**src/rtl/maxnet_pkg.sv**
```systemverilog
// Shared types and constants for the Maxnet job arbiter.
package maxnet_pkg;
    localparam int WORD_W = 32;
    localparam int NUM_IN = 4;
    localparam int A_W    = WORD_W * NUM_IN;

    typedef enum logic [1:0] {
        S_IDLE,
        S_START,
        S_WAIT,
        S_RESP
    } state_t;
endpackage

```
**src/rtl/maxnet_arbiter_if.sv**
```systemverilog
// Requester, engine and response signals of the Maxnet arbiter; slave is the arbiter side.
interface maxnet_arbiter_if;
    import maxnet_pkg::*;

    logic              req0_valid;
    logic              req0_ready;
    logic [WORD_W-1:0] req0_eps;
    logic [A_W-1:0]    req0_a;
    logic              req1_valid;
    logic              req1_ready;
    logic [WORD_W-1:0] req1_eps;
    logic [A_W-1:0]    req1_a;
    logic              eng_start;
    logic [WORD_W-1:0] eng_eps;
    logic [A_W-1:0]    eng_a;
    logic              eng_finish;
    logic [WORD_W-1:0] eng_out;
    logic              rsp_valid;
    logic              rsp_ready;
    logic              rsp_id;
    logic [WORD_W-1:0] rsp_data;
    logic              rsp_timeout;
    logic              busy;

    modport slave (
        input  req0_valid, req0_eps, req0_a,
        input  req1_valid, req1_eps, req1_a,
        input  eng_finish, eng_out, rsp_ready,
        output req0_ready, req1_ready, eng_start, eng_eps, eng_a,
        output rsp_valid, rsp_id, rsp_data, rsp_timeout, busy
    );

    modport master (
        output req0_valid, req0_eps, req0_a,
        output req1_valid, req1_eps, req1_a,
        output eng_finish, eng_out, rsp_ready,
        input  req0_ready, req1_ready, eng_start, eng_eps, eng_a,
        input  rsp_valid, rsp_id, rsp_data, rsp_timeout, busy
    );
endinterface

```
**src/rtl/maxnet_rr_arb.sv**
```systemverilog
// Two-way round-robin grant: on contention the requester not granted last wins.
module maxnet_rr_arb (
    input  logic i_valid0,
    input  logic i_valid1,
    input  logic i_last,
    output logic o_grant0,
    output logic o_grant1
);
    assign o_grant0 = i_valid0 & (~i_valid1 | i_last);
    assign o_grant1 = i_valid1 & (~i_valid0 | ~i_last);
endmodule

```
**src/rtl/maxnet_arbiter.sv**
```systemverilog
// Shares one Maxnet engine between two requesters, one job in flight, with a WAIT timeout.
// state | meaning: IDLE grant a job | START pulse eng_start | WAIT await finish/timeout | RESP hold result
module maxnet_arbiter
    import maxnet_pkg::*;
#(
    parameter int TIMEOUT_CYCLES = 1024
) (
    input  logic             clk,
    input  logic             rst,
    maxnet_arbiter_if.slave  bus
);
    localparam int CNT_W = $clog2(TIMEOUT_CYCLES);

    state_t            r_state;
    state_t            w_next;
    logic [WORD_W-1:0] r_eps;
    logic [A_W-1:0]    r_a;
    logic [WORD_W-1:0] r_rsp_data;
    logic              r_rsp_timeout;
    logic              r_id;
    logic              r_last;
    logic [CNT_W-1:0]  r_cnt;
    logic              w_grant0;
    logic              w_grant1;
    logic              w_fin;
    logic              w_tmo;
    logic              w_ready0;
    logic              w_ready1;
    logic              w_start;
    logic              w_rsp_valid;
    logic              w_busy;

    maxnet_rr_arb u_rr (
        .i_valid0 (bus.req0_valid),
        .i_valid1 (bus.req1_valid),
        .i_last   (r_last),
        .o_grant0 (w_grant0),
        .o_grant1 (w_grant1)
    );

    // The first WAIT cycle (count 0) may still see the previous job's finish level.
    assign w_fin = (r_state == S_WAIT) && (r_cnt != '0) && bus.eng_finish;
    assign w_tmo = (r_state == S_WAIT) && (r_cnt == CNT_W'(TIMEOUT_CYCLES - 2));

    always_comb begin
        w_next      = r_state;
        w_ready0    = 1'b0;
        w_ready1    = 1'b0;
        w_start     = 1'b0;
        w_rsp_valid = 1'b0;
        w_busy      = 1'b1;
        case (r_state)
            S_IDLE: begin
                w_busy = 1'b0;
                if (w_grant0 || w_grant1) begin
                    w_ready0 = w_grant0;
                    w_ready1 = w_grant1;
                    w_next   = S_START;
                end
            end
            S_START: begin
                w_start = 1'b1;
                w_next  = S_WAIT;
            end
            S_WAIT: begin
                if (w_fin || w_tmo) w_next = S_RESP;
            end
            S_RESP: begin
                w_rsp_valid = 1'b1;
                if (bus.rsp_ready) w_next = S_IDLE;
            end
            default: w_next = S_IDLE;
        endcase
    end

    always_ff @(posedge clk or negedge rst) begin
        if (!rst) begin
            r_state       <= S_IDLE;
            r_eps         <= '0;
            r_a           <= '0;
            r_rsp_data    <= '0;
            r_rsp_timeout <= 1'b0;
            r_id          <= 1'b0;
            r_last        <= 1'b1;
            r_cnt         <= '0;
        end else begin
            r_state <= w_next;
            case (r_state)
                S_IDLE: begin
                    if (w_grant0 || w_grant1) begin
                        r_eps <= w_grant1 ? bus.req1_eps : bus.req0_eps;
                        r_a   <= w_grant1 ? bus.req1_a   : bus.req0_a;
                        r_id  <= w_grant1;
                    end
                end
                S_START: r_cnt <= '0;
                S_WAIT: begin
                    r_cnt <= r_cnt + CNT_W'(1);
                    // Finish takes priority over a coincident timeout.
                    if (w_fin) begin
                        r_rsp_data    <= bus.eng_out;
                        r_rsp_timeout <= 1'b0;
                    end else if (w_tmo) begin
                        r_rsp_data    <= '0;
                        r_rsp_timeout <= 1'b1;
                    end
                end
                S_RESP: begin
                    if (bus.rsp_ready) r_last <= r_id;
                end
                default: ;
            endcase
        end
    end

    assign bus.req0_ready  = w_ready0;
    assign bus.req1_ready  = w_ready1;
    assign bus.eng_start   = w_start;
    assign bus.eng_eps     = r_eps;
    assign bus.eng_a       = r_a;
    assign bus.rsp_valid   = w_rsp_valid;
    assign bus.rsp_id      = r_id;
    assign bus.rsp_data    = r_rsp_data;
    assign bus.rsp_timeout = r_rsp_timeout;
    assign bus.busy        = w_busy;
endmodule
```
**src/flat_wrapper.sv**
```systemverilog
// flat-port wrapper written by rule: the top's interface ports become plain ports
module maxnet_arbiter_flat import maxnet_pkg::*;
#(
    parameter int TIMEOUT_CYCLES = 1024
)
  (clk, rst, bus_req0_valid, bus_req0_eps, bus_req0_a, bus_req1_valid, bus_req1_eps, bus_req1_a, bus_eng_finish, bus_eng_out, bus_rsp_ready, bus_req0_ready, bus_req1_ready, bus_eng_start, bus_eng_eps, bus_eng_a, bus_rsp_valid, bus_rsp_id, bus_rsp_data, bus_rsp_timeout, bus_busy);
  maxnet_arbiter_if bus_i ();
  input  logic clk;
  input  logic rst;
  input wire logic [$bits(bus_i.req0_valid)-1:0] bus_req0_valid;
  input wire logic [$bits(bus_i.req0_eps)-1:0] bus_req0_eps;
  input wire logic [$bits(bus_i.req0_a)-1:0] bus_req0_a;
  input wire logic [$bits(bus_i.req1_valid)-1:0] bus_req1_valid;
  input wire logic [$bits(bus_i.req1_eps)-1:0] bus_req1_eps;
  input wire logic [$bits(bus_i.req1_a)-1:0] bus_req1_a;
  input wire logic [$bits(bus_i.eng_finish)-1:0] bus_eng_finish;
  input wire logic [$bits(bus_i.eng_out)-1:0] bus_eng_out;
  input wire logic [$bits(bus_i.rsp_ready)-1:0] bus_rsp_ready;
  output wire logic [$bits(bus_i.req0_ready)-1:0] bus_req0_ready;
  output wire logic [$bits(bus_i.req1_ready)-1:0] bus_req1_ready;
  output wire logic [$bits(bus_i.eng_start)-1:0] bus_eng_start;
  output wire logic [$bits(bus_i.eng_eps)-1:0] bus_eng_eps;
  output wire logic [$bits(bus_i.eng_a)-1:0] bus_eng_a;
  output wire logic [$bits(bus_i.rsp_valid)-1:0] bus_rsp_valid;
  output wire logic [$bits(bus_i.rsp_id)-1:0] bus_rsp_id;
  output wire logic [$bits(bus_i.rsp_data)-1:0] bus_rsp_data;
  output wire logic [$bits(bus_i.rsp_timeout)-1:0] bus_rsp_timeout;
  output wire logic [$bits(bus_i.busy)-1:0] bus_busy;
  assign bus_i.req0_valid = bus_req0_valid;
  assign bus_i.req0_eps = bus_req0_eps;
  assign bus_i.req0_a = bus_req0_a;
  assign bus_i.req1_valid = bus_req1_valid;
  assign bus_i.req1_eps = bus_req1_eps;
  assign bus_i.req1_a = bus_req1_a;
  assign bus_i.eng_finish = bus_eng_finish;
  assign bus_i.eng_out = bus_eng_out;
  assign bus_i.rsp_ready = bus_rsp_ready;
  assign bus_req0_ready = bus_i.req0_ready;
  assign bus_req1_ready = bus_i.req1_ready;
  assign bus_eng_start = bus_i.eng_start;
  assign bus_eng_eps = bus_i.eng_eps;
  assign bus_eng_a = bus_i.eng_a;
  assign bus_rsp_valid = bus_i.rsp_valid;
  assign bus_rsp_id = bus_i.rsp_id;
  assign bus_rsp_data = bus_i.rsp_data;
  assign bus_rsp_timeout = bus_i.rsp_timeout;
  assign bus_busy = bus_i.busy;
  maxnet_arbiter #(.TIMEOUT_CYCLES(TIMEOUT_CYCLES)) u_core (.clk(clk), .rst(rst), .bus(bus_i));
endmodule
```
**config.mk**
```make
export PLATFORM = sky130hd
export DESIGN_NAME = maxnet_arbiter_flat
export DESIGN_NICKNAME = d
export VERILOG_FILES = /design/src/rtl/maxnet_pkg.sv /design/src/rtl/maxnet_arbiter_if.sv /design/src/rtl/maxnet_rr_arb.sv /design/src/rtl/maxnet_arbiter.sv /design/src/flat_wrapper.sv
export SDC_FILE = /design/constraint.sdc
export NUM_CORES = 1
export LEC_CHECK = 0
export ABC_CLOCK_PERIOD_IN_PS = 2000
export CAP_MARGIN = 15
export CORE_AREA = 2 2 214 216
export DETAILED_ROUTE_END_ITERATION = 8
export DIE_AREA = 0 0 216 218
export HOLD_SLACK_MARGIN = 0.05
export SLEW_MARGIN = 15
export SYNTH_ARGS = -nofsm -noshare
export SYNTH_HDL_FRONTEND = slang
export SYNTH_SLANG_ARGS = --single-unit
```
**constraint.sdc**
```tcl
create_clock -name clk -period 2 [get_ports clk]
set_input_delay 0.3 -clock clk [delete_from_list [all_inputs] [get_ports clk]]
set_output_delay 0.3 -clock clk [all_outputs]
set_load 0.005 [all_outputs]
```
Word-level counts from Yosys, hierarchy flattened
Cells that the tools add are included.
Word-level totals
  register bits after elaboration: 207
  bits of input ports: 358
  logic and storage cells: 54
Operators by class
  add/subtract/negate cells: 1
  equal/unequal tests: 7
  muxes and demuxes: 18
  bitwise logic cells: 7
  reductions and logical operators: 13
Operators with widths (number)
  $mux 128: 1
  $mux 32: 3
  $pmux 10 s2: 1
  $add 10x1->10 const B: 1
  $eq 10x10->1 const B: 1
  $reduce_bool 10->1: 1
  $mux 1: 9
  $pmux 2 s4: 1
  $mux 2: 3
  $reduce_and 2->1: 3
  $eq 2x2->1 const B: 2
  $ne 2x2->1 const B: 2
  $reduce_bool 2->1: 2
  $logic_and 1x1->1: 3
  $not 1->1: 3
  $reduce_and 3->1: 1
  $and 1x1->1: 2
  $eq 2x1->1 const B: 1
  $logic_not 2->1: 1
  $logic_or 1x1->1: 2
  $ne 2x1->1 const B: 1
  $or 1x1->1: 2

Longest topological paths before layout
  depth after elaboration: 6
  depth in mapped cells: 8

Modules after synthesis
A second synthesis with hierarchy kept.
Unflattened totals
  cell total of the unflattened synthesis: 859
  area total of the unflattened synthesis: 9340.2 µm²
By module, submodules not included
  maxnet_arbiter: times used 1, cells each 856, area each 9321.4 µm², seq. area each 5181.2 µm²
  maxnet_rr_arb: times used 1, cells each 3, area each 18.8 µm², seq. area each 0.0 µm²

Least setup slack after synthesis
No wires, ideal clock.
  path type: register -> register
  from: register u_core.r_cnt[0]
  to: register u_core.r_state[1]
  library setup time: 128 ps
  arrival time: 1658 ps
  data required time: 1872 ps
  path slack: 214 ps
  stages on the path, launching flop included: 7
  path buffers: 0
  path through: dfrtp_1 -> inv_1 -> ha_1 -> nor3b_1 -> a31oi_2 -> o31ai_2 -> mux2_1
On the way
  word-level cells in the longest chain between the ends: 6
  elaborated cells between the ends (all ways): 8
  classes of those cells: eq/ne: 2; reduce/logical: 6
RTL lines
  from (decl): line maxnet_arbiter.sv:22  | logic [CNT_W-1:0] r_cnt;
  from (signal assigned): line maxnet_arbiter.sv:98  | r_cnt <= r_cnt + CNT_W'(1);
  $reduce_bool 10->1: line maxnet_arbiter.sv:42  | assign w_fin = (r_state == S_WAIT) && (r_cnt != '0) && bus.eng_finish;
  $logic_and 1x1->1 (2 in series): line maxnet_arbiter.sv:42
  $logic_or 1x1->1 *: line maxnet_arbiter.sv:66  | if (w_fin || w_tmo) w_next = S_RESP;
  $ne 2x2->1 (no line) *
  $reduce_and 3->1 (no line) *
  to (signal assigned): line maxnet_arbiter.sv:87  | r_state <= w_next;
  to (decl): line maxnet_arbiter.sv:14  | state_t r_state;
Mark *: on every way between the ends. The rest lies on a longest branch, timed or not.
A chain may end at the register's enable or synchronous reset.

Worst setup path in the final report
  from: register u_core.r_state[0]
  to: output port bus_req0_ready
On the way
  word-level cells in the longest chain between the ends: 2
RTL lines
  $logic_not 2->1: line maxnet_arbiter.sv:52  | case (r_state)
  $mux 1: line maxnet_arbiter.sv:52
  to (decl): line flat_wrapper.sv:19  | output wire logic [$bits(bus_i.req0_ready)-1:0] bus_req0_ready;
Every way passes these cells.

==> results.md <==
- Status: finished clean
- Register area share after synthesis: 55.7%
- CP Class: reg -> out
- Maximum vdd drop: ~0.72 mV
- Yosys cell types: 37
- Area of the multi-input gates: roughly 3800 um2
- Final clock skew: about 12 ps
- Crit path to: bus_req0_ready
- Reg clk slew, reported paths: 60 ps
- Worst Setup End Kind: primary output
- First-pass GRT wire length: 52.4 mm
- Number of global-route vias before repair: approximately 9000
- Min Hold Slack: 282 ps
- Power density cells: 1270 nW/um2
- H-tree levels: 1
- Fillers: 4442
- Area contributors post-synth: dfrtp_1 (55%), mux2i_1 (17%), o21ai_1 (8.7%), nand2_1 (6.9%), a22o_1 (3.0%)
- Clock Sink Count: 207
- FF/Latch Area: 5180 um2
- Io pins: 557
- Antenna viol nets, final: 0
- Reg2reg start: u_core.r_cnt[0]$_DFFE_PN0P_
- Final setup viols: 0
- Min-Delay Path Class: in -> async
- Port Buffer Count: about 560
- CTS Root Cell: clkbuf_16
- Wirelength per Cell: 16.9 um
- TritonCTS clock tree: built
- FF-to-FF End: u_core.r_state[1]$_DFFE_PN0P_
- Number of enable flip-flop cells after synthesis: 0
- GP Congestion: 0.831
- DRC: 0
- Slew @ Worst Pin: 521 ps
- Flop2flop setup slack: approximately 130 ps
- Mapped Cells: around 860
- DRT Wirelength: 35.1 mm
- Peak Freq: 524 MHz
- Leakage: 7.34 nW
- # Max-Cap Violations: 0
- First DRT Iteration DRCs: between 400 and 500
- Top-count cell post-synth: dfrtp_1
- Via/cell ratio: 4.11
- Worst-path fanout max: 4
- R2r worst-path depth: 7
- Critical Path RT: between 1500 and 2000 ps
- Die X: 216 um
- Synthesized area: approximately 9300 um2
- Final Util: 37.5%
- Fin nets: 1819
- Synth async-reset ratio: 100%
- Initial Utilization: between 20 and 25%
- Avg Cell Area, Syn: 10.8 um2
- Hpwl dp: 27.5 mm
- Share of cells above drive strength 1: 8.65%
- Die height: 218 um
- Ys flop type: dfrtp_1
- Synth top area share: ~55%
- Routed via count: 8512
- Final hold vios: 0
- Final period utilization: between 90% and 100%
- Initial antenna violation count: 1
- Final Max Slew Viols: 0
- Warnings from Yosys: 0
- Post-synth top cells: dfrtp_1 (206), nand2_1 (171), mux2i_1 (161), o21ai_1 (161), a22o_1 (32)
- Die area: roughly 47000 um2
- Gr usage total: ~14%
- Largest net degree at the start of global routing: between 60 and 70
- Synthesis-to-finish area growth: 81.2%
- RSZ-0062 raised after global routing: false
- Worst setup SP type: flop
- Clock Latency Late Sink: 520 ps
- Register bit total from synthesis: ~210
- Power, Total: between 20 and 25 mW
- Crit path DAT: 1610 ps
- Syn_nets: 1224
- Crit. Startpoint: u_core.r_state[0]$_DFFE_PN0P_
- Pre-antenna DRT Iters: 4
- Synth area leader: dfrtp_1
- Core Footprint: ~45000 um2
- CTS max path bufs: 3
- GR Overflow Total: 0
- Min Tclk post-route: 1910 ps
- Worst slew margin: 65.0%
- # rows: 78
- Cts bufs inserted: 25
-- through the flow --
step	instance area, um2	std cells	setup WS, ps	TNS [ps]
6_report	16800	2070	93.4	0
5_1_grt	16800	2070	2.52	0
4_1_cts	16800	2068	3.93	0
3_5_place_dp	16000	2022	-145	-5210
3_3_place_gp	16000	2022	-123	-1120
2_1_floorplan	9300	859	214	0
-- how the worst min path moves through the flow --
stage	start	end	slack (ps)	cells past startpoint
after floorplan	rst	u_core.bus.eng_a[0]$_DFFE_PN0P_	4	0
after global placement	rst	u_core.bus.eng_a[67]$_DFFE_PN0P_	270	1
after detailed placement	rst	u_core.bus.eng_a[67]$_DFFE_PN0P_	270	1
after CTS	rst	u_core.bus.eng_a[67]$_DFFE_PN0P_	240	2
after global routing	rst	u_core.bus.eng_eps[23]$_DFFE_PN0P_	280	2
final	rst	u_core.bus.eng_eps[23]$_DFFE_PN0P_	280	2
-- cell families (layout without fill, tap and decap cells) --
logic type / count (synthesis) / in the layout / share of synthesized area (%)
fa+ha+maj: 7 / 7 / 0.942
other cells: 0 / 1 / 0
xor+xnor: 4 / 4 / 0.377
simple gates: 198 / 199 / 8.78
compound gates: 209 / 209 / 12.9
flops: 207 / 207 / 55.7
mux: 162 / 162 / 17.5
buf+inv: 72 / 681 / 3.82
-- worst max-delay path, cell delays in order, from the launching register on --
cell,delay (ps)
dfrtp_1,390
inv_2,100
ha_4,180
nand2_1,70
a21oi_2,130
clkdlybuf4s15_1,220
-- final cells by class --
type / instances / area share (%)
repair buffers: 628 / 37.4
inverters: 11 / 0.245
well taps: 600 / 4.46
diodes: 1 / 0.0149
multi-input cells: 581 / 22.7
flip-flops and latches: 207 / 30.8
clock inverters: 11 / 0.342
clock buffers: 31 / 4.14
-- placed cells by master (no fill, tap or decap), types with 2 or more instances in the layout --
| master | n |
|---|---|
| dlygate4sd2_1 | 4 |
| dfrtp_1 | 206 |
| clkbuf_8 | 6 |
| mux2i_1 | 161 |
| o21ai_0 | 6 |
| inv_2 | 2 |
| ha_1 | 6 |
| buf_12 | 15 |
| nand2_1 | 171 |
| a21oi_1 | 2 |
| nor3_1 | 3 |
| buf_4 | 56 |
| inv_1 | 9 |
| or3_1 | 2 |
| nand3_1 | 6 |
| xnor2_1 | 4 |
| nor2_4 | 2 |
| nor2_1 | 7 |
| o21ai_1 | 160 |
| a22o_1 | 32 |
| clkbuf_16 | 25 |
| clkinv_2 | 10 |
| clkdlybuf4s50_1 | 550 |
-- state kept, by name (all words and copies together), names as in the netlist --
signal and count:
u_core.bus.rsp_id 1, u_core.bus.eng_eps 32, u_core.bus.rsp_timeout 1, u_core.bus.rsp_data 32, u_core.r_cnt 10, u_core.bus.eng_a 128, u_core.r_last 1, u_core.r_state 2
-- power by group --
part / internal [mW] / switching, mW / total, mW
registers: 6.13 / 1.09 / 7.22
clock network: 2.45 / 1.76 / 4.21
logic: 5.94 / 4.08 / 10.0
total: 14.5 / 6.93 / 21.4
-- layer usage --
layer	global-route usage (%)	up-vias	part of all wire (%)
li1	-	4183	-
met1	18.0	3961	42
met2	24.5	326	49
met3	3.26	42	7.1
met4	3.72	0	2.0
met5	0	-	0
-- what timing repair did --
| action | CTS | global route |
|---|---|---|
| setup endpoints to repair | 37 | 20 |
| hold buffers | 1 | 0 |
| buffers inserted | 2 | 1 |
| gates resized for setup | 9 | 3 |
| cloned | 1 | 0 |
| endpoints found under the hold margin | 35 | 0 |
| pin swaps | 1 | 1 |
No activity file was read; power rests on OpenSTA's default activity.
==> RTL edit, RTL diff (same settings) <==
Set the package constant `WORD_W` to 16 (it was 32).
--- a/src/rtl/maxnet_pkg.sv
+++ b/src/rtl/maxnet_pkg.sv
@@ -1,6 +1,6 @@
 // Shared types and constants for the Maxnet job arbiter.
 package maxnet_pkg;
-    localparam int WORD_W = 32;
+    localparam int WORD_W = 16;
     localparam int NUM_IN = 4;
     localparam int A_W    = WORD_W * NUM_IN;
 
Interface: changed (8 resized); port bits go from 557 to 285. No check against the original RTL was run, so the function may have changed too.
==> RTL edit against the unedited design <==
Design area is 46% lower; sequential cell count fell by 96; synthesized area down 45%; highest routed layer unchanged; maximum frequency shrank 0.67%; clock power decreased by 57%; largest cell class unchanged; non-clock buffer count is 322 lower; critical path type unchanged; cell count decreased by 34%; routed wire length is 52% lower; synthesized cell count decreased by 45%; sequential share of layout area is 0.36 points lower; worst setup slack lost 13 ps; largest power group unchanged; total power shrank 50%; first-iteration DRC count decreased by 60%.
==> RTL edit: results (changes against the unedited design) <==
Highest clock rate -> 0.5209 GHz (was 0.5245 GHz)
Outcome -> finished clean (unchanged)
Syn Nets -> 665 (was 1224)
Initial antenna violation count -> 0 (was 1)
NonClk Buf Share -> 33.99% (was 37.37%)
GRT Util Overall -> 7.160% (was 14.24%)
Syn-to-layout area delta -> 79.20% (was 81.21%)
Number of buffers added on ports -> 284 (was 556)
DP Worst Slack -> -41.19 ps (was -144.8 ps)
ClkCell Share -> 3.052% (was 4.487%)
Switching power -> 0.003605 W (was 0.006932 W)
Clock buffers -> 9 (was 31)
Final GP Congestion -> 0.7274 (was 0.8314)
Fillcell total -> 4924 (was 4442)
Placed cells -> 1347 (was 2022)
# diodes -> 0 (was 1)
Clock skew -> 7.141 ps (was 11.59 ps)
Synth cell count leaders -> 110 x dfrtp_1, 91 x nand2_1, 81 x mux2i_1, 68 x o21ai_0, 19 x o21ai_1 (was 206 x dfrtp_1, 171 x nand2_1, 161 x mux2i_1, 161 x o21ai_1, 32 x a22o_1)
Vias post-DR -> 4507 (was 8512)
Multi-input gates -> 324 (was 581)
Post-CTS sizing -> 8 (was 9)
Sequential share of cell area -> 30.40% (was 30.76%)
Worst vdd ir -> 0.0005207 V (was 0.0007227 V)
Largest fanout on the critical path -> 3 (was 4)
CP max stage delay -> 470 ps (was 390 ps)
Power after layout -> 0.01078 W (was 0.02144 W)
Hpwl dp -> 12800 um (was 27550 um)
Placed cell area -> 0.008807 mm^2 (was 0.01602 mm^2)
Routed len/inst -> 12.34 um (was 16.94 um)
Reg clk slew, reported paths -> 80 ps (was 60 ps)
Routed WL -> 16880 um (was 35070 um)
H-tree depth -> 3 (was 1)
Clock sink total -> 111 (was 207)
Nets -> 952 (was 1819)
Leak pwr -> 3.803 nW (was 7.343 nW)
First-pass GRT wire length -> 25740 um (was 52360 um)
Clock buffer depth -> 2 (was 3)
==> RTL edit: changes by cell type after synthesis, sizes merged, moves of 16 or more <==
cell | unedited run | this run
a22o | 32 | 16
buf | 38 | 17
dfrtp | 206 | 110
mux2i | 161 | 81
nand2 | 171 | 91
o21ai | 167 | 87
==> RTL edit: routing by layer <==
| metal | up-vias | track usage, % | part of all wire (%) |
|---|---|---|---|
| met4 | 0 | 2.603 | 1.5 |
| met1 | 2071 | 7.380 | 39 |
| met5 | - | 0 | 0 |
| li1 | 2227 | - | - |
| met2 | 196 | 12.47 | 48 |
| met3 | 13 | 3.640 | 11 |
==> RTL edit: kinds of logic after synthesis <==
| kind of cell | share of synthesized area, % |
|---|---|
| adder cells (fa/ha/maj) | 1.717 |
| AND/OR/NAND/NOR | 10.11 |
| XOR/XNOR | 0.6867 |
| AO/OA/AOI/OAI | 13.37 |
| buffers and inverters | 3.458 |
| flip-flops | 54.48 |
| multiplexers | 16.19 |
